$ cat config.mk
export PLATFORM = sky130hd
export DESIGN_NAME = demux_1_9_collect_flat
export DESIGN_NICKNAME = d
export VERILOG_FILES = /design/src/rtl/demux_1_9_collect_pkg.sv /design/src/rtl/demux_1_9_collect_if.sv /design/src/rtl/demux_1_9_collect_idx_counter_mod9.sv /design/src/rtl/demux_1_9_collect.sv /design/src/flat_wrapper.sv
export SDC_FILE = /design/constraint.sdc
export NUM_CORES = 1
export LEC_CHECK = 0
export ABC_AREA = 0
export CORE_UTILIZATION = 45
export DETAILED_ROUTE_END_ITERATION = 8
export MAX_ROUTING_LAYER = met4
export PLACE_DENSITY = 0.76
export RECOVER_POWER = 25
export SLEW_MARGIN = 0
export SYNTH_ARGS = -nofsm -noshare
export SYNTH_HDL_FRONTEND = slang
export SYNTH_HIERARCHICAL = 1
export SYNTH_SLANG_ARGS = --single-unit
$ cat constraint.sdc
create_clock -name clk -period 8.45 [get_ports clk]
set_input_delay 1.69 -clock clk [delete_from_list [all_inputs] [get_ports clk]]
set_output_delay 1.69 -clock clk [all_outputs]
set_load 0.05 [all_outputs]
$ cat src/rtl/demux_1_9_collect_pkg.sv
// demux_1_9_collect_pkg: shared widths and FSM state encoding for the 1:9 word collector
package demux_1_9_collect_pkg;
  localparam int DATA_W  = 16;
  localparam int N_WORDS = 9;
  localparam int SEL_W   = 4;
  localparam logic ST_COLLECT = 1'b0;
  localparam logic ST_HOLD    = 1'b1;
  typedef enum logic {COLLECT = ST_COLLECT, HOLD = ST_HOLD} state_e;
endpackage

$ cat src/rtl/demux_1_9_collect_if.sv
// demux_1_9_collect_if: stream-in / frame-out handshake bundle (master = producer+consumer side, slave = collector)
interface demux_1_9_collect_if;
  import demux_1_9_collect_pkg::*;
  logic [DATA_W-1:0] in_data;
  logic              in_valid;
  logic              in_ready;
  logic              flush;
  logic [DATA_W-1:0] out_1, out_2, out_3, out_4, out_5, out_6, out_7, out_8, out_9;
  logic              out_valid;
  logic              out_ready;
  logic [SEL_W-1:0]  sel_idx;
  modport master (
    output in_data, in_valid, flush, out_ready,
    input  in_ready, out_1, out_2, out_3, out_4, out_5, out_6, out_7, out_8, out_9, out_valid, sel_idx
  );
  modport slave (
    input  in_data, in_valid, flush, out_ready,
    output in_ready, out_1, out_2, out_3, out_4, out_5, out_6, out_7, out_8, out_9, out_valid, sel_idx
  );
endinterface

$ cat src/rtl/demux_1_9_collect_idx_counter_mod9.sv
// idx_counter_mod9: write-index counter 0..N_WORDS-1 with enable, sync clear and last-word flag; ports clk, rst, i_en, i_clr, o_idx, o_last
module idx_counter_mod9
  import demux_1_9_collect_pkg::*;
(
  input  logic             clk,
  input  logic             rst,
  input  logic             i_en,
  input  logic             i_clr,
  output logic [SEL_W-1:0] o_idx,
  output logic             o_last
);
  logic [SEL_W-1:0] r_idx;
  // out-of-range values behave as the last index so the counter always recovers to 0
  assign o_last = r_idx >= SEL_W'(N_WORDS - 1);
  assign o_idx  = r_idx;
  always_ff @(posedge clk or posedge rst)
    if (rst) r_idx <= '0;
    else r_idx <= i_clr ? '0 : i_en ? (o_last ? '0 : r_idx + 1'b1) : r_idx;
endmodule

$ cat src/rtl/demux_1_9_collect.sv
// demux_1_9_collect: gathers 9 serial DATA_W words into parallel registers and offers them as one frame; ports clk, rst, s (slave handshake bundle)
module demux_1_9_collect
  import demux_1_9_collect_pkg::*;
(
  input logic clk,
  input logic rst,
  demux_1_9_collect_if.slave s
);
  state_e            r_state, w_state_nxt;
  logic [DATA_W-1:0] r_data [N_WORDS];
  logic [SEL_W-1:0]  w_idx;
  logic              w_last, w_wr;
  // flush drops a word arriving in the same cycle
  assign w_wr = s.in_valid && s.in_ready && !s.flush;
  idx_counter_mod9 u_idx (
    .clk    (clk),
    .rst    (rst),
    .i_en   (w_wr),
    .i_clr  (s.flush),
    .o_idx  (w_idx),
    .o_last (w_last)
  );
  always_ff @(posedge clk or posedge rst)
    if (rst) r_state <= COLLECT;
    else r_state <= w_state_nxt;
  always_comb begin
    w_state_nxt = r_state;
    if (s.flush) w_state_nxt = COLLECT;
    else if (r_state == COLLECT && w_wr && w_last) w_state_nxt = HOLD;
    else if (r_state == HOLD && s.out_ready) w_state_nxt = COLLECT;
  end
  always_ff @(posedge clk or posedge rst)
    if (rst) for (int k = 0; k < N_WORDS; k++) r_data[k] <= '0;
    else
      for (int k = 0; k < N_WORDS; k++)
        if (w_wr && (w_idx == SEL_W'(k) || (k == N_WORDS - 1 && w_idx > SEL_W'(k)))) r_data[k] <= s.in_data;
  // in_ready is masked during reset since the state register already reads COLLECT
  assign s.in_ready  = !rst && r_state == COLLECT;
  assign s.out_valid = r_state == HOLD;
  assign s.sel_idx   = w_idx;
  assign s.out_1 = r_data[0];
  assign s.out_2 = r_data[1];
  assign s.out_3 = r_data[2];
  assign s.out_4 = r_data[3];
  assign s.out_5 = r_data[4];
  assign s.out_6 = r_data[5];
  assign s.out_7 = r_data[6];
  assign s.out_8 = r_data[7];
  assign s.out_9 = r_data[8];
endmodule

$ cat src/flat_wrapper.sv
// flat-port wrapper written by rule: the top's interface ports become plain ports
module demux_1_9_collect_flat import demux_1_9_collect_pkg::*;
  (clk, rst, s_in_data, s_in_valid, s_flush, s_out_ready, s_in_ready, s_out_1, s_out_2, s_out_3, s_out_4, s_out_5, s_out_6, s_out_7, s_out_8, s_out_9, s_out_valid, s_sel_idx);
  demux_1_9_collect_if s_i ();
  input logic clk;
  input logic rst;
  input wire logic [$bits(s_i.in_data)-1:0] s_in_data;
  input wire logic [$bits(s_i.in_valid)-1:0] s_in_valid;
  input wire logic [$bits(s_i.flush)-1:0] s_flush;
  input wire logic [$bits(s_i.out_ready)-1:0] s_out_ready;
  output wire logic [$bits(s_i.in_ready)-1:0] s_in_ready;
  output wire logic [$bits(s_i.out_1)-1:0] s_out_1;
  output wire logic [$bits(s_i.out_2)-1:0] s_out_2;
  output wire logic [$bits(s_i.out_3)-1:0] s_out_3;
  output wire logic [$bits(s_i.out_4)-1:0] s_out_4;
  output wire logic [$bits(s_i.out_5)-1:0] s_out_5;
  output wire logic [$bits(s_i.out_6)-1:0] s_out_6;
  output wire logic [$bits(s_i.out_7)-1:0] s_out_7;
  output wire logic [$bits(s_i.out_8)-1:0] s_out_8;
  output wire logic [$bits(s_i.out_9)-1:0] s_out_9;
  output wire logic [$bits(s_i.out_valid)-1:0] s_out_valid;
  output wire logic [$bits(s_i.sel_idx)-1:0] s_sel_idx;
  assign s_i.in_data = s_in_data;
  assign s_i.in_valid = s_in_valid;
  assign s_i.flush = s_flush;
  assign s_i.out_ready = s_out_ready;
  assign s_in_ready = s_i.in_ready;
  assign s_out_1 = s_i.out_1;
  assign s_out_2 = s_i.out_2;
  assign s_out_3 = s_i.out_3;
  assign s_out_4 = s_i.out_4;
  assign s_out_5 = s_i.out_5;
  assign s_out_6 = s_i.out_6;
  assign s_out_7 = s_i.out_7;
  assign s_out_8 = s_i.out_8;
  assign s_out_9 = s_i.out_9;
  assign s_out_valid = s_i.out_valid;
  assign s_sel_idx = s_i.sel_idx;
  demux_1_9_collect u_core (.clk(clk), .rst(rst), .s(s_i));
endmodule
# Yosys cells after proc, flatten, opt, wreduce, memory -nomap -nowiden
# Cells that the tools add are included.
dict set report op_classes {
  n_eq_ne 8
  n_reduce_logical 21
  bitwise_logic 1
  div 0
  add_sub_neg 1
  order_cmp 2
  n_mul 0
  n_shift 0
  mux 6
}
# operator count
set ops {}
lappend ops {{$eq A4 B3 Y1 const B} 4}
lappend ops {{$logic_and A1 B1 Y1} 15}
lappend ops {{$mux W4} 3}
lappend ops {{$eq A4 B2 Y1 const B} 2}
lappend ops {{$add A4 B1 Y4 const B} 1}
lappend ops {{$eq A4 B1 Y1 const B} 1}
lappend ops {{$eq A4 B4 Y1 const B} 1}
lappend ops {{$ge A4 B4 Y1 const B} 1}
lappend ops {{$gt A4 B4 Y1 const B} 1}
lappend ops {{$logic_not A4 Y1} 1}
lappend ops {{$mux W1} 3}
lappend ops {{$reduce_bool A3 Y1} 1}
lappend ops {{$logic_not A1 Y1} 2}
lappend ops {{$reduce_bool A2 Y1} 1}
lappend ops {{$logic_or A1 B1 Y1} 1}
lappend ops {{$not A1 Y1} 1}
dict set report word_totals {
  romBits 0
  wordCells 50
  ff_bits 149
  mem_count 0
  ram_bits 0
  latch_bits 0
}

# Depth between registers and ports, before layout
dict set report logic_depth {
  depth_word 8
  depth_mapped 6
  mapped_depth_nobuf 4
}

# Modules after synthesis
# Netlist, hierarchy kept.
# module instances seq_area_each_um2 area_each_um2 cells_per_inst
set modules_own_cells {}
lappend modules_own_cells {demux_1_9_collect 1 3628.5 5744.3 320}
lappend modules_own_cells {idx_counter_mod9 1 100.1 242.7 24}

# Worst setup path after synthesis
# No wires, ideal clock.
dict set report synth_path {
  path_kind {input port to output port}
  start {input rst}
  end {output s_in_ready}
  t_arrival_ns 2.373
  slack_ns 4.387
  path_stages 1
  path_cell_list {nor2_1}
}
dict set report synth_between {
  elab_chain_len 2
}
# item line_no
set synth_rtl {}
lappend synth_rtl {{from (decl)} flat_wrapper.sv:6} ;# input logic rst;
lappend synth_rtl {{$logic_not A1 Y1 (no source line)} --}
lappend synth_rtl {{$logic_and A1 B1 Y1} demux_1_9_collect.sv:38} ;# assign s.in_ready = !rst && r_state == COLLECT;
lappend synth_rtl {{to (decl)} flat_wrapper.sv:11} ;# output wire logic [$bits(s_i.in_ready)-1:0] s_in_ready;
# Every way passes these cells.

# Final worst setup path
# Same ends and word-level chain as after synthesis.

==> flow_metrics.env <==
export IMPL_synth_edf_count=0
export IMPL_clk_latency_ns=0.41
export IMPL_row_count=41
export IMPL_ys_ff_latch=149
export IMPL_crit_family="buffers and inverters"
export IMPL_slew_headroom=-0.808
export IMPL_crit_arrival_ns=3.27
export IMPL_grtUsageTotal=0.222
export IMPL_viasPerCell=5.16
export IMPL_slew_viol_final=64
export IMPL_cts_root_buf="clkbuf_16"
export IMPL_r2r_cells=5
export IMPL_min_from="u_core/s.out_3[14]$_DFFE_PP0P_"
export IMPL_holdWs_ns=0.498
export IMPL_grt_max_degree=84
export IMPL_synth_most_common_cell="dfrtp_1"
export IMPL_grt_setup_unrepaired="false"
export IMPL_yosysTopAreaCell="dfrtp_1"
export IMPL_yosys_top_cells_area="dfrtp_1 (62%), mux2_2 (21%), mux2_4 (8.3%)"
export IMPL_min_path_cells=1
export IMPL_grt_ovfl_total=0
export IMPL_grt_pass1_wl_mm=22.3
export IMPL_synth_top_area_share=0.623
export IMPL_holdBufCountCts=0
export IMPL_die_y_um=117
export IMPL_ys_seq_area_frac=0.623
export IMPL_min_delay_worst_endpoint="u_core/s.out_3[14]$_DFFE_PP0P_"
export IMPL_finalHoldViolations=0
export IMPL_routed_wirelength_mm=14.0
export IMPL_post_route_period_util=0.587
export IMPL_peakVddDrop_mv=0.142
export IMPL_ys_types=28
export IMPL_wl_per_cell_um=19.8
export IMPL_routed_wl_met2_mm=6.54
export IMPL_wl_met3_mm=1.04
export IMPL_drive_above_1_share=0.351
export IMPL_cp_end_kind="primary output"
export IMPL_r2r_start="u_core/s.out_valid$_DFFE_PP0P_"
export IMPL_final_cells=707
export IMPL_core_um2=12800
export IMPL_powerDensity_nw_per_um2=216
export IMPL_fin_util=0.656
export IMPL_status="complete, but fails checks"
export IMPL_crit_fanout=4
export IMPL_nets=545
export IMPL_p_leak_nw=4.17
export IMPL_portBuffers=170
export IMPL_crit_buf_inv=2
export IMPL_worst_pin_slew_ns=2.70
export IMPL_worstSetupPathType="primary input to primary output"
export IMPL_first_global_vias=3843
export IMPL_route_detailed_drc=0
export IMPL_initial_core_util=0.469
export IMPL_drtIter0Drc=198
export IMPL_synth_avg_cell_area_um2=17.4
export IMPL_syn_nets=367
export IMPL_crit_chain="dlygate4sd3_1, nor2_1, clkdlybuf4s50_1"
export IMPL_cts_resized=0
export IMPL_violations="capacitance limit, slew limit"
export IMPL_worstPathRequired_ns=6.76
export IMPL_antenna_left=0
export IMPL_setup_viol=0
export IMPL_cts_sinks=149
export IMPL_synthFlopType="dfrtp_1"
export IMPL_num_antenna_cells=0
export IMPL_ys_warn_count=6
export IMPL_cp_start_kind="primary input"
export IMPL_area_growth_pct=39.9
export IMPL_hp_class="flop to flop"
export IMPL_dp_hpwl_mm=9.00
export IMPL_r2r_slack_ns=5.33
export IMPL_die_area_um2=13800
export IMPL_critPathMaxStageDelay_ns=0.82
export IMPL_skew_ns=0.00674
export IMPL_ios=171
export IMPL_wirelength_met1_mm=6.24
export IMPL_tns_ns=0
export IMPL_cts_setup_buffers=0
export IMPL_cts_max_path_buffers=2
export IMPL_antenna_found_initial=0
export IMPL_dieWidth_um=117
export IMPL_htreeDepth=4
export IMPL_synth_area_um2=5990
export IMPL_dp_cells=675
export IMPL_cap_violations=1
export IMPL_synth_top_cells_by_count="dfrtp_1 (149), mux2_2 (111), mux2_4 (33)"
export IMPL_dr_max_layer_used="met4"
export IMPL_drt_pass1_iterations=4
export IMPL_synthArstFlopShare=1.00
export IMPL_clk_pin_slew_ns=0.05
export IMPL_via_count=3649
export IMPL_r2r_end="u_core/s.out_2[4]$_DFFE_PP0P_"
export IMPL_min_period_ns=4.96
export IMPL_netlist_instances=344
export IMPL_cts_tree="built"
export IMPL_fmax_mhz=201
export IMPL_cts_made_buffers=17
export IMPL_slowest_stage="clkdlybuf4s50_1"
export IMPL_place_congestion=0.742
-- cell families after synthesis --
| logic type | share of synthesized area |
|---|---|
| adders and majority gates | 0.00418 |
| and+or+nand+nor | 0.0476 |
| DFF | 0.623 |
| muxes | 0.292 |
| buffers and inverters | 0.0255 |
| AOI/OAI and AO/OA | 0.00836 |
-- worst register-to-register path: stages (launching register included) --
cell and delay, ns:
dfrtp_1 0.41, nor4b_1 0.30, clkbuf_1 0.92, and4bb_1 0.70, buf_4 0.34, mux2_4 0.32
-- sequential cells by signal (all words and copies together) (netlist names) --
name and count:
u_core/s.out_1 16, u_core/s.out_2 16, u_core/s.out_3 16, u_core/s.out_4 16
u_core/s.out_5 16, u_core/s.out_6 16, u_core/s.out_7 16, u_core/s.out_8 16
u_core/s.out_9 16, u_core/s.out_valid 1, u_core/u_idx/o_idx 4
-- where the power goes --
| part | total [mW] | internal (mW) | switching, mW |
|---|---|---|---|
| clock | 0.753 | 0.480 | 0.273 |
| combinational | 0.289 | 0.0989 | 0.190 |
| sequential | 0.772 | 0.751 | 0.0211 |
-- final cells by class --
| type | count | area, um^2 |
|---|---|---|
| clock inverters | 8 | 95.1 |
| flip-flops and latches | 149 | 3730 |
| multi-input cells | 176 | 2090 |
| repair buffers | 173 | 1720 |
| clock buffers | 24 | 512 |
| inverters | 5 | 20.0 |
| well taps | 172 | 215 |
| fillers | 904 | 4400 |
-- how the worst max path moves through the flow --
stage	from	end	slack, ns	cells past startpoint
global route	rst	u_core/s.out_9[14]$_DFFE_PP0P_	3.26	3
floorplan	rst	u_core/s.out_1[0]$_DFFE_PP0P_	2.87	1
CTS	rst	s_in_ready	3.48	3
detailed placement	rst	s_in_ready	3.49	3
finish	rst	s_in_ready	3.49	3
global placement	rst	s_in_ready	3.51	3
-- metrics by stage --
stage | worst slack, ns | power [mW] | cell area, um^2
CTS | 3.48 | 1.84 | 8400
floorplan | 2.87 | 0.969 | 5990
detailed placement | 3.49 | 1.08 | 7800
global placement | 3.51 | 1.08 | 7800
finish | 3.49 | 1.81 | 8380
global route | 3.26 | 1.87 | 8380
-- metal layers --
layer | GRT usage | up-vias
met5 | - | -
met4 | 0.0731 | 0
met2 | 0.334 | 143
li1 | - | 1606
met3 | 0.0705 | 15
met1 | 0.286 | 1885
-- placed cells by master (no fill, tap or decap), types with 2 or more instances in the layout --
cell type,instances
nand4b_4,4
dfrtp_1,149
mux2_2,111
ha_1,2
nand2b_1,4
buf_4,2
inv_1,4
nor2_1,3
dlygate4sd3_1,42
clkbuf_8,6
mux2_4,33
clkinv_2,4
nand4_4,2
or3b_1,2
clkbuf_16,17
clkinvlp_4,2
nand3b_1,2
clkdlybuf4s50_1,128
a21oi_1,2
clkbuf_1,2
bufinv_16,2
(Power assumes the default switching activity.)
==> edit, RTL diff (config.mk and constraints unchanged) <==
`SEL_W`: 4 -> 5.
--- a/src/rtl/demux_1_9_collect_pkg.sv
+++ b/src/rtl/demux_1_9_collect_pkg.sv
@@ -3,5 +3,5 @@
   localparam int DATA_W  = 16;
   localparam int N_WORDS = 9;
-  localparam int SEL_W   = 4;
+  localparam int SEL_W   = 5;
   localparam logic ST_COLLECT = 1'b0;
   localparam logic ST_HOLD    = 1'b1;
Interface: changed (resized s_sel_idx); port bits go from 171 to 172. No check against the original RTL was run, so the function may have changed too.
==> edit against the unedited design <==
The flow still finishes with violations (capacitance limit, slew limit); register-to-register slack better by 0.40 ns; worst setup slack worse by 0.0061 ns; die area shrank 3.0%; wire length fell by 3.3%; synthesized area down 3.1%; hold slack got worse by 0.0035 ns; power rose by 4.8%; clock skew down 0.00077 ns; sequential cell count grew 1; via count down 1.1%; synthesized cell count up 1.5%; design area decreased by 1.0%; largest power group is now clock.
==> edit: results (changes against the unedited design) <==
run_status:
  violations: "capacitance limit, slew limit"  # unchanged
  outcome: "complete, but fails checks"  # unchanged
global_route:
  met3_usage_pct: 6.485  # was 7.053%
  use_met1_pct: 28.15  # was 28.57%
  grt_pass1_wl_um: 20690  # was 22,290 um
  grt_pass1_vias: 3677  # was 3,843
  grt_max_degree: 76  # was 84
  track_usage_pct: 22.05  # was 22.24%
  antenna_found_initial: 0  # unchanged
  use_met2_pct: 33.77  # was 33.43%
placed_design:
  hpwl_um: 8957  # was 9003 um
  port_buffers: 171  # was 170
  place.gp.congestion: 0.7518  # was 0.7415
  pre_cts_slack_ns: 3.529  # was 3.492 ns
  place_inst: 679  # was 675
detailed_routing:
  firstDrtPassIters: 6  # was 4
  wl_per_cell_um: 19.05  # was 19.78 um
  viasPerCell: 5.082  # was 5.161
  drt-total-wl_um: 13530  # was 13,980 um
  first_iter_violations: 159  # was 198
cts:
  clock_latency_ns: 0.42
  clockBufferDepth: 2  # unchanged
  clk_root_buffer_cell: "clkbuf_16"  # unchanged
  cts_setup_buffers: 0  # unchanged
final_layout:
  drive_above_1_share_pct: 34.76  # was 35.14%
  nets: 548  # was 545
logic_synthesis:
  yosysUniqueCellTypes: 33  # was 28
  synth_async_sr_flop_share_pct: 100.0  # unchanged
  synthCells: 349  # was 344
  synth_area_leaders: "dfrtp_1 (65%), mux2_2 (26%), mux2_4 (2.6%)"  # was dfrtp_1 (62%), mux2_2 (21%), mux2_4 (8.3%)
  ys_top_cells_by_count: "dfrtp_1 (150), mux2_2 (134), mux2_4 (10)"  # was dfrtp_1 (149), mux2_2 (111), mux2_4 (33)
  ys_seq_area_share_pct: 64.68  # was 62.28%
  syn-num-nets: 371  # was 367
pwr:
  ir_drop_v: 0.0001186  # was 0.0001422 V
  p_leak_nw: 4.040  # was 4.168 nW
timing:
  drv_slew: 72  # was 64
  relSlewSlack_pct: -108.5  # was -80.83%
  clock_skew_ns: 0.005973  # was 0.006744 ns
setup_path:
  arrival_ns: 3.28  # was 3.27 ns
flow_run:
  maxCapViolCount: 1  # unchanged
edit: cell count changes after synthesis, moves of 2 or more:
cell,delta
nor2_1,+2
nand4b_2,+4
nor3_2,+2
nand2b_1,-2
or3b_1,-2
buf_6,-5
mux2_4,-23
mux2_2,+23
nand4b_4,-4
nor3b_1,+2
buf_1,+4
nand4_4,-2
a21oi_1,+2
edit: cells by family (layout without fill, tap and decap cells):
| kind of cell | Yosys count | in the layout | synth area share, % |
|---|---|---|---|
| DFF | 150 | 150 | 64.68 |
| muxes | 144 | 144 | 28.59 |
| and+or+nand+nor | 29 | 29 | 3.903 |
| buffers and inverters | 19 | 208 | 1.918 |
| AOI/OAI and AO/OA | 6 | 6 | 0.6900 |
| adders and majority gates | 1 | 1 | 0.2156 |
edit: power by group:
part           total [mW]  leakage [nW]  internal [mW]  switching (mW)
Combinational       0.321          1.70          0.107           0.214
Sequential          0.784          2.03          0.762          0.0222
Clock               0.796         0.312          0.521           0.274
Total                1.90          4.04           1.39           0.510
edit: metal layers:
metal,up-vias,share of wire (%)
met5,-,0
met4,0,1.1
met3,16,6.6
met2,140,47
met1,1840,45
li1,1612,-
edit: worst max-delay path, stage by stage:
cell and delay (ns):
dlygate4sd3_1 0.59, nor2_1 0.17, clkdlybuf4s50_1 0.83
edit: stage by stage:
| step | hold WS, ns | area, um^2 | power, mW | util (%) |
|---|---|---|---|---|
| 2_1_floorplan | 0.7998 | 5803 | 1.003 | - |
| 3_3_place_gp | 0.4866 | 7665 | 1.122 | 60.74 |
| 3_5_place_dp | 0.4915 | 7665 | 1.127 | 60.74 |
| 4_1_cts | 0.5049 | 8297 | 1.926 | 65.74 |
| 5_1_grt | 0.5060 | 8293 | 1.968 | 65.71 |
| 6_report | 0.4943 | 8293 | 1.901 | 65.71 |
edit: final cells by class:
class	instances	area, um^2
timing repair buffer	172	1719
inverter	5	20.02
tap	172	215.2
multi-input combinational	180	1953
sequential	150	3754
clock inverter	9	147.6
fill	954	4327
clock buffer	22	484.2
edit: final timing paths:
path	slack (ns)	end	start	cells after the start
min	0.49	u_core/s.out_1[5]	u_core/s.out_1[5]	1
max in group asynchronous	3.76	u_core/s.out_3[15]	rst	3
min reg2reg	0.49	u_core/s.out_1[5]	u_core/s.out_1[5]	1
max	3.48	s_in_ready	rst	3
min in group asynchronous	1.70	u_core/u_idx/o_idx[3]	rst	2
max reg2reg	5.73	u_core/s.out_7[8]	u_core/s.out_valid	4
